--- src/rtl/fp_add_arbiter_pkg.sv ---
// Shared constants and types for the two-requester floating-point adder arbiter.
package fp_add_arbiter_pkg;

  localparam logic [1:0] ST_IDLE = 2'd0;
  localparam logic [1:0] ST_WAIT = 2'd1;
  localparam logic [1:0] ST_RESP = 2'd2;

  localparam int ADD_LAT_DEF = 1;
  localparam int FP_W        = 32;
  localparam int EXP_W       = 8;
  localparam int FRAC_W      = 25;
  // Wide enough for the largest legal adder latency (15).
  localparam int WCNT_W      = 4;

  typedef struct packed {
    logic              sign;
    logic [EXP_W-1:0]  exp;
    logic [FRAC_W-1:0] frac;
  } fp_res_t;

endpackage

--- src/rtl/fp_add_arbiter_rr_arbiter2.sv ---
// Two-way round-robin grant: a lone requester always wins, on contention the
// requester that was not granted last time wins.
module rr_arbiter2
  import fp_add_arbiter_pkg::*;
(
  input  logic valid0,
  input  logic valid1,
  input  logic last_grant,
  output logic gnt0,
  output logic gnt1
);

  assign gnt0 = valid0 && (!valid1 || last_grant);
  assign gnt1 = valid1 && (!valid0 || !last_grant);

endmodule

--- src/rtl/fp_add_arbiter.sv ---
// Shares one external floating-point adder between two requesters, one
// operation in flight, returning the raw adder result on a tagged channel.
module fp_add_arbiter
  import fp_add_arbiter_pkg::*;
#(
  parameter int ADD_LAT = ADD_LAT_DEF,
  parameter int CNT_W   = 16
) (
  input  logic              clk,
  input  logic              reset,
  input  logic              req0_valid,
  output logic              req0_ready,
  input  logic [FP_W-1:0]   req0_a,
  input  logic [FP_W-1:0]   req0_b,
  input  logic              req1_valid,
  output logic              req1_ready,
  input  logic [FP_W-1:0]   req1_a,
  input  logic [FP_W-1:0]   req1_b,
  output logic [FP_W-1:0]   adder_in1,
  output logic [FP_W-1:0]   adder_in2,
  input  logic              adder_sign,
  input  logic [EXP_W-1:0]  adder_exp,
  input  logic [FRAC_W-1:0] adder_frac,
  output logic              resp_valid,
  input  logic              resp_ready,
  output logic              resp_id,
  output logic              resp_sign,
  output logic [EXP_W-1:0]  resp_exp,
  output logic [FRAC_W-1:0] resp_frac,
  output logic              busy,
  output logic [CNT_W-1:0]  done0_cnt,
  output logic [CNT_W-1:0]  done1_cnt
);

  logic [1:0]        state;
  logic              last_grant;
  logic              owner;
  logic [WCNT_W-1:0] wait_cnt;
  logic              gnt0;
  logic              gnt1;
  fp_res_t           res_q;

  rr_arbiter2 u_arb (
    .valid0     (req0_valid),
    .valid1     (req1_valid),
    .last_grant (last_grant),
    .gnt0       (gnt0),
    .gnt1       (gnt1)
  );

  assign req0_ready = (state == ST_IDLE) && gnt0;
  assign req1_ready = (state == ST_IDLE) && gnt1;
  assign busy       = (state != ST_IDLE);
  assign resp_sign  = res_q.sign;
  assign resp_exp   = res_q.exp;
  assign resp_frac  = res_q.frac;

  always_ff @(posedge clk or negedge reset) begin
    if (!reset) begin
      state      <= ST_IDLE;
      last_grant <= 1'b1;
      owner      <= 1'b0;
      wait_cnt   <= '0;
      adder_in1  <= '0;
      adder_in2  <= '0;
      res_q      <= '0;
      resp_id    <= 1'b0;
      resp_valid <= 1'b0;
      done0_cnt  <= '0;
      done1_cnt  <= '0;
    end else begin
      case (state)
        ST_IDLE: begin
          if (req0_ready) begin
            adder_in1  <= req0_a;
            adder_in2  <= req0_b;
            owner      <= 1'b0;
            last_grant <= 1'b0;
            wait_cnt   <= WCNT_W'(ADD_LAT);
            state      <= ST_WAIT;
          end else if (req1_ready) begin
            adder_in1  <= req1_a;
            adder_in2  <= req1_b;
            owner      <= 1'b1;
            last_grant <= 1'b1;
            wait_cnt   <= WCNT_W'(ADD_LAT);
            state      <= ST_WAIT;
          end
        end
        ST_WAIT: begin
          // Operands stay on adder_in*; the adder output is sampled on the
          // last counted edge.
          wait_cnt <= wait_cnt - WCNT_W'(1);
          if (wait_cnt == WCNT_W'(1)) begin
            res_q      <= {adder_sign, adder_exp, adder_frac};
            resp_id    <= owner;
            resp_valid <= 1'b1;
            state      <= ST_RESP;
          end
        end
        ST_RESP: begin
          if (resp_ready) begin
            if (owner) done1_cnt <= done1_cnt + CNT_W'(1);
            else       done0_cnt <= done0_cnt + CNT_W'(1);
            resp_valid <= 1'b0;
            state      <= ST_IDLE;
          end
        end
        default: begin
          resp_valid <= 1'b0;
          state      <= ST_IDLE;
        end
      endcase
    end
  end

endmodule

--- config.mk ---
export PLATFORM = sky130hd
export DESIGN_NAME = fp_add_arbiter
export DESIGN_NICKNAME = d
export VERILOG_FILES = /design/src/rtl/fp_add_arbiter_pkg.sv /design/src/rtl/fp_add_arbiter_rr_arbiter2.sv /design/src/rtl/fp_add_arbiter.sv
export SDC_FILE = /design/constraint.sdc
export NUM_CORES = 1
export LEC_CHECK = 0
export ABC_AREA = 1
export CAP_MARGIN = 10
export CORE_MARGIN = 4
export CORE_UTILIZATION = 45
export CTS_CLUSTER_SIZE = 14
export DETAILED_ROUTE_END_ITERATION = 6
export GPL_TIMING_DRIVEN = 1
export PLACE_DENSITY = 0.86
export SYNTH_ARGS = -nofsm -noshare
export SYNTH_HDL_FRONTEND = slang
export SYNTH_SLANG_ARGS = --single-unit
--- constraint.sdc ---
create_clock -name clk -period 2.39 [get_ports clk]
set_input_delay 0.239 -clock clk [delete_from_list [all_inputs] [get_ports clk]]
set_output_delay 0.239 -clock clk [all_outputs]
set_load 0.005 [all_outputs]
==> flow_summary.json, run 1 <==
{
  "leakagePower_nw": 4.63,
  "seq_area_frac_synth_pct": 53.8,
  "reg2reg_from": "last_grant",
  "cp-startpoint": "last_grant",
  "initial_core_util_pct": 46.4,
  "status": "finished, final reports clean",
  "clock-sinks": 140,
  "nets": 1254,
  "setup_violations": 0,
  "ys_seq_elements": 140,
  "synth-edff-count": 0,
  "core.rowCount": 43,
  "die_area_sq_mm": 0.0165,
  "cts_buffer_depth": 2,
  "die_y_um": 128,
  "yosys.area.top_type_share_pct": 53.3,
  "post_cts_resized": 0,
  "port-buffer-count": 301,
  "worstRegToRegCells": 7,
  "routed_wl_um": 20600,
  "place.gp.congestion": 0.867,
  "fin_worst_skew_ps": 6.90,
  "synth.avg_cell_area_sq_um": 8.31,
  "grt.overflow.total": 0,
  "syn_inst": 785,
  "dp_hpwl_um": 15400,
  "worstMarginPinSlew_ps": 600,
  "gr-usage-all-layers_pct": 25.2,
  "min_path_type": "in -> async",
  "synthTopCellsByCount": "200 x nand2_1, 139 x dfrtp_1, 99 x nor2_1, 69 x inv_1, 64 x a21oi_1",
  "clkLatencyLatePin_ps": 410,
  "yosys-top-cells-area": "dfrtp_1 53%, nand2_1 12%, nor2_1 5.7%",
  "fin_tns_setup_ps": 0,
  "drv_cap": 0,
  "postRouteAntennaNets": 0,
  "syn_area_sq_mm": 0.00652,
  "post_drt_wl_per_cell_um": 16.1,
  "viasPerCell": 4.96,
  "cts-root-buf": "clkbuf_16",
  "r2r_end": "adder_in1[22]",
  "cts_hold_buf": 1,
  "core-area_sq_mm": 0.0140,
  "r2r_slack_ps": 500,
  "ios": 302,
  "cp_data_required_time_ps": 2150,
  "total_power_mw": 11.6,
  "drc": 0,
  "vias": 6332,
  "post-cts-setup-buffers": 0,
  "die_w_um": 128,
  "hold_viol_final": 0,
  "cts_max_level": 4,
  "endpoint_kind": "primary output",
  "fmax_mhz": 455,
  "finalCriticalPeriod_ps": 2200,
  "crit_type": "reg -> out",
  "synth_top_area_cell": "dfrtp_1",
  "crit_fanout": 23,
  "grt_antenna_before_repair": 0,
  "slew_violations": 0,
  "ys_async_sr_fraction_pct": 100,
  "grt_pass1_wl_um": 32500,
  "cts_tree": "done",
  "syn_nets": 956,
  "grt_max_degree": 64,
  "layout-drive-gt1-share_pct": 5.57,
  "area_delta_synth_final_pct": 56.7,
  "arrival_ps": 1960,
  "synth.distinct_cells": 28,
  "utilization_pct": 72.7,
  "start_kind": "flip-flop",
  "rsz0062_at_grt": "no",
  "p_per_area_mw_per_mm2": 1140,
  "synthFlopType": "dfrtp_1",
  "cts.reportedPaths.clkPinSlew_ps": 60,
  "dr.pass1.iters": 5,
  "drt_iter0_drc": 474,
  "yosysWarningCount": 0,
  "cts_made_buffers": 17,
  "slew_headroom_pct": 59.7,
  "grt_pass1_vias": 6371,
  "ir_drop_mv": 0.619,
  "yosysMostFrequentCell": "nand2_1",
  "fin_crit_sh_pct": 91.9
}
registers in the layout, indices dropped and copies added (netlist names):
name / flops
wait_cnt: 4
adder_in1: 32
done1_cnt: 16
resp_exp: 8
resp_id: 1
done0_cnt: 16
resp_sign: 1
resp_valid: 1
owner: 1
state: 2
last_grant: 1
resp_frac: 25
adder_in2: 32
worst max path at each step:
stage	to	slack [ps]
2_1_floorplan	done1_cnt[14]	1020
3_3_place_gp	adder_in1[4]	370
3_5_place_dp	adder_in1[22]	300
4_1_cts	req0_ready	180
5_1_grt	req0_ready	90
6_report	req0_ready	190
critical path, cell delays in order (launching register included):
cell,delay (ps)
dfstp_2,530
nand2_1,90
nand2_1,120
nand2_4,170
inv_2,120
clkdlybuf4s50_1,510
power by group:
group | switching, mW | internal (mW) | total (mW)
clock network | 0.962 | 1.45 | 2.42
registers | 0.645 | 3.41 | 4.05
logic | 2.42 | 2.74 | 5.16
total | 4.02 | 7.60 | 11.6
area by class of cell:
type | count | area [sq um]
clock buffer | 25 | 505
timing repair buffer | 314 | 3150
fill | 1045 | 3830
multi-input combinational | 536 | 2510
inverter | 74 | 278
tap | 180 | 225
clock inverter | 7 | 37.5
antenna | 1 | 2.50
sequential | 140 | 3500
metal layers:
| metal | part of all wire, % | vias up | wire length [um] | global-route usage [%] |
|---|---|---|---|---|
| li1 | - | 3106 | - | - |
| met1 | 38 | 2955 | 7770 | 28.8 |
| met2 | 51 | 232 | 10600 | 43.5 |
| met3 | 7.7 | 39 | 1590 | 8.34 |
| met4 | 3.1 | 0 | 640 | 10.1 |
| met5 | 0 | - | 0 | 0 |
kinds of logic (layout without fill, tap and decap cells):
kind of cell	after synthesis	count (layout)	synth area share (%)
other	0	1	0
AOI/OAI and AO/OA	176	176	13.6
adders and majority gates	4	4	0.768
buffers and inverters	109	420	7.75
xor gates and xnor gates	17	17	2.28
and+or+nand+nor	339	339	21.9
DFF	140	140	53.8
stage by stage:
step	cell area, sq um	worst slack, ps	hold WS (ps)	std cells
floorplan	6520	1020	-56.6	785
global placement	9660	370	201	1243
detailed placement	9660	300	203	1243
CTS	10200	181	330	1276
global route	10200	92.4	356	1276
finish	10200	194	325	1277
cells in the final DEF, fill, tap and decap left out, types with 4 or more instances in the layout:
| master | instances |
|---|---|
| a21oi_1 | 64 |
| buf_4 | 9 |
| clkbuf_16 | 17 |
| clkbuf_8 | 5 |
| clkdlybuf4s50_1 | 300 |
| clkinv_2 | 6 |
| dfrtp_1 | 139 |
| ha_1 | 4 |
| inv_1 | 69 |
| inv_2 | 5 |
| nand2_1 | 200 |
| nand3_1 | 13 |
| nand4_1 | 8 |
| nor2_1 | 99 |
| nor2_4 | 4 |
| o21ai_0 | 59 |
| o21ai_1 | 50 |
| xnor2_1 | 5 |
| xor2_1 | 12 |
Note: power is estimated with default switching activity, not from simulation.
==> run 2: changes to the inputs <==
Settings changed: TNS_END_PERCENT from default to 50.
==> results of run 2 <==
No change in the layout: final DEF, timing and power equal those of run 1.
==> run 3: changes to the inputs <==
Settings changed: ABC_AREA 1 to default, CORE_UTILIZATION 45 to 44, PLACE_DENSITY 0.86 to 0.87.
==> flow_summary.json, run 3 <==
{
  "status": "finished, final reports clean",
  "cts_tree": "done",
  "cts.reportedPaths.clkPinSlew_ps": 60,
  "finalCriticalPeriod_ps": 2230,
  "yosysWarningCount": 0,
  "rsz0062_at_grt": "no",
  "slew_headroom_pct": 51.6,
  "gr-usage-all-layers_pct": 24.5,
  "syn_inst": 592,
  "min_path_type": "in -> reg",
  "synthTopCellsByCount": "139 x dfrtp_1, 128 x a21oi_1, 86 x nand2_1, 72 x nor2_1, 37 x mux2_2",
  "core-area_sq_mm": 0.0133,
  "r2r_slack_ps": 460,
  "min_path_cells": 3,
  "grt.overflow.total": 0,
  "place_inst": 1046,
  "viasPerCell": 5.17,
  "worstRegToRegCells": 6,
  "setup_violations": 0,
  "final_common_cell": "clkdlybuf4s50_1",
  "synth.distinct_cells": 33,
  "ys_async_sr_fraction_pct": 100,
  "seq_area_frac_synth_pct": 57.9,
  "grt_pass1_vias": 5810,
  "synth_top_area_cell": "dfrtp_1",
  "cts_buffer_depth": 2,
  "cts-root-buf": "clkbuf_16",
  "synth.avg_cell_area_sq_um": 10.2,
  "path_cells": "nor2_1, nand3_2, inv_2, clkdlybuf4s50_1",
  "fmax_mhz": 449,
  "core.rowCount": 42,
  "layout-drive-gt1-share_pct": 10.2,
  "setup_ws_ps": 162,
  "cts_made_buffers": 17,
  "drc": 0,
  "p_per_area_mw_per_mm2": 1150,
  "die_area_sq_mm": 0.0157,
  "yosys-top-cells-area": "dfrtp_1 58%, a21oi_1 11%, mux2_2 6.9%",
  "synthFlopType": "dfrtp_1",
  "crit_type": "reg -> out",
  "utilization_pct": 73.7,
  "syn_area_sq_mm": 0.00605,
  "hold_viol_final": 0,
  "cp_data_required_time_ps": 2150,
  "ys_seq_elements": 140,
  "area_delta_synth_final_pct": 62.7,
  "slowest_delay_ps": 560,
  "fin_hold_ws_ps": 395,
  "post-cts-setup-buffers": 0,
  "dp_hpwl_um": 14100,
  "grt_pass1_wl_um": 30300,
  "place_area_sq_mm": 0.00922,
  "slowest_stage": "clkdlybuf4s50_1",
  "endpoint_kind": "primary output",
  "fin_crit_sh_pct": 93.2,
  "synth-edff-count": 0,
  "dr.pass1.iters": 4,
  "syn_nets": 763,
  "nets": 1061,
  "ios": 302,
  "clock-sinks": 140,
  "grt_antenna_before_repair": 0,
  "fin_worst_skew_ps": 5.97,
  "slew_violations": 0,
  "final_cell_mix": "300 x clkdlybuf4s50_1, 139 x dfrtp_1, 128 x a21oi_1, 86 x nand2_1, 72 x nor2_1",
  "arrival_ps": 1990,
  "yosysMostFrequentCell": "dfrtp_1",
  "ir_drop_mv": 0.657,
  "die_y_um": 125,
  "routed_wl_um": 19600,
  "antenna_cells": 0,
  "vias": 5574,
  "port-buffer-count": 301,
  "leakagePower_nw": 4.27,
  "worstMarginPinSlew_ps": 726,
  "grt_max_degree": 74,
  "post_drt_wl_per_cell_um": 18.2,
  "initial_core_util_pct": 45.3,
  "clkLatencyLatePin_ps": 410,
  "yosys.area.top_type_share_pct": 57.5,
  "final_cells": 1079,
  "fin_tns_setup_ps": 0,
  "postRouteAntennaNets": 0,
  "cts_max_level": 4,
  "crit_fanout": 10,
  "pre_cts_ws_ps": 379,
  "die_w_um": 125,
  "total_power_mw": 11.3,
  "drt_iter0_drc": 266,
  "drv_cap": 0,
  "design_area_sq_mm": 0.00984,
  "start_kind": "flip-flop",
  "place.gp.congestion": 0.813
}
## run 3: changes by cell type after synthesis, moves of 5 or more
cell / delta
nand2_1: -114
inv_1: -63
xnor2_1: +18
xor2_1: -5
mux2_2: +37
clkbuf_1: +7
o21ai_1: -50
a21oi_1: +64
nor2_1: -27
o21ai_0: -56
inv_2: -5
buf_4: -7
## run 3: power breakdown
part | internal (mW) | total (mW) | switching (mW)
clock | 1.67 | 2.65 | 0.979
sequential | 3.37 | 3.96 | 0.593
combinational | 2.77 | 4.66 | 1.89
total | 7.82 | 11.3 | 3.46
## run 3: path summary, 6_finish.rpt
kind | end | start
setup / recovery | req1_ready | state[0]
max in group asynchronous | resp_frac[20] | reset
hold reg to reg | done1_cnt[15] | done1_cnt[15]
hold / removal | adder_in2[15] | req0_b[15]
min in group asynchronous | done1_cnt[8] | reset
setup reg to reg | resp_frac[10] | wait_cnt[1]
## run 3: cell type report
class | count | area [sq um]
Clock buffer | 23 | 498
Clock inverter | 9 | 109
Fill cell | 915 | 3510
Inverter | 6 | 22.5
Multi-Input combinational cell | 410 | 2340
Sequential cell | 140 | 3500
Tap cell | 176 | 220
Timing Repair Buffer | 315 | 3150
## run 3: timing repair
item | 4_1_cts | 5_1_grt
hold buffers | 1 | 0
endpoints found under the hold margin | 69 | 0
gates resized for setup | 0 | 0
setup endpoints to repair | 0 | 0
## run 3: per-layer routing
| metal | global-route usage [%] | vias to the layer above | part of all wire, % |
|---|---|---|---|
| met5 | 0 | - | 0 |
| met3 | 8.91 | 44 | 8.8 |
| met1 | 27.0 | 2668 | 36 |
| li1 | - | 2606 | - |
| met4 | 9.38 | 0 | 2.9 |
| met2 | 43.3 | 256 | 52 |
## run 3: kinds of logic (layout without fill, tap and decap cells)
logic type / Yosys count / after routing / share of synthesized area [%]
flip-flops: 140 / 140 / 57.9
multiplexers: 37 / 37 / 6.89
AO/OA/AOI/OAI: 135 / 135 / 11.4
adder cells (fa/ha/maj): 4 / 4 / 0.828
buffers and inverters: 42 / 353 / 3.68
XOR/XNOR: 30 / 30 / 4.34
AND/OR/NAND/NOR: 204 / 204 / 14.9
## run 3: critical path: cells and delay by family (launching register included)
kind,cells,cell delay (ps)
flops,1,480
simple gates,2,430
buf+inv,2,650
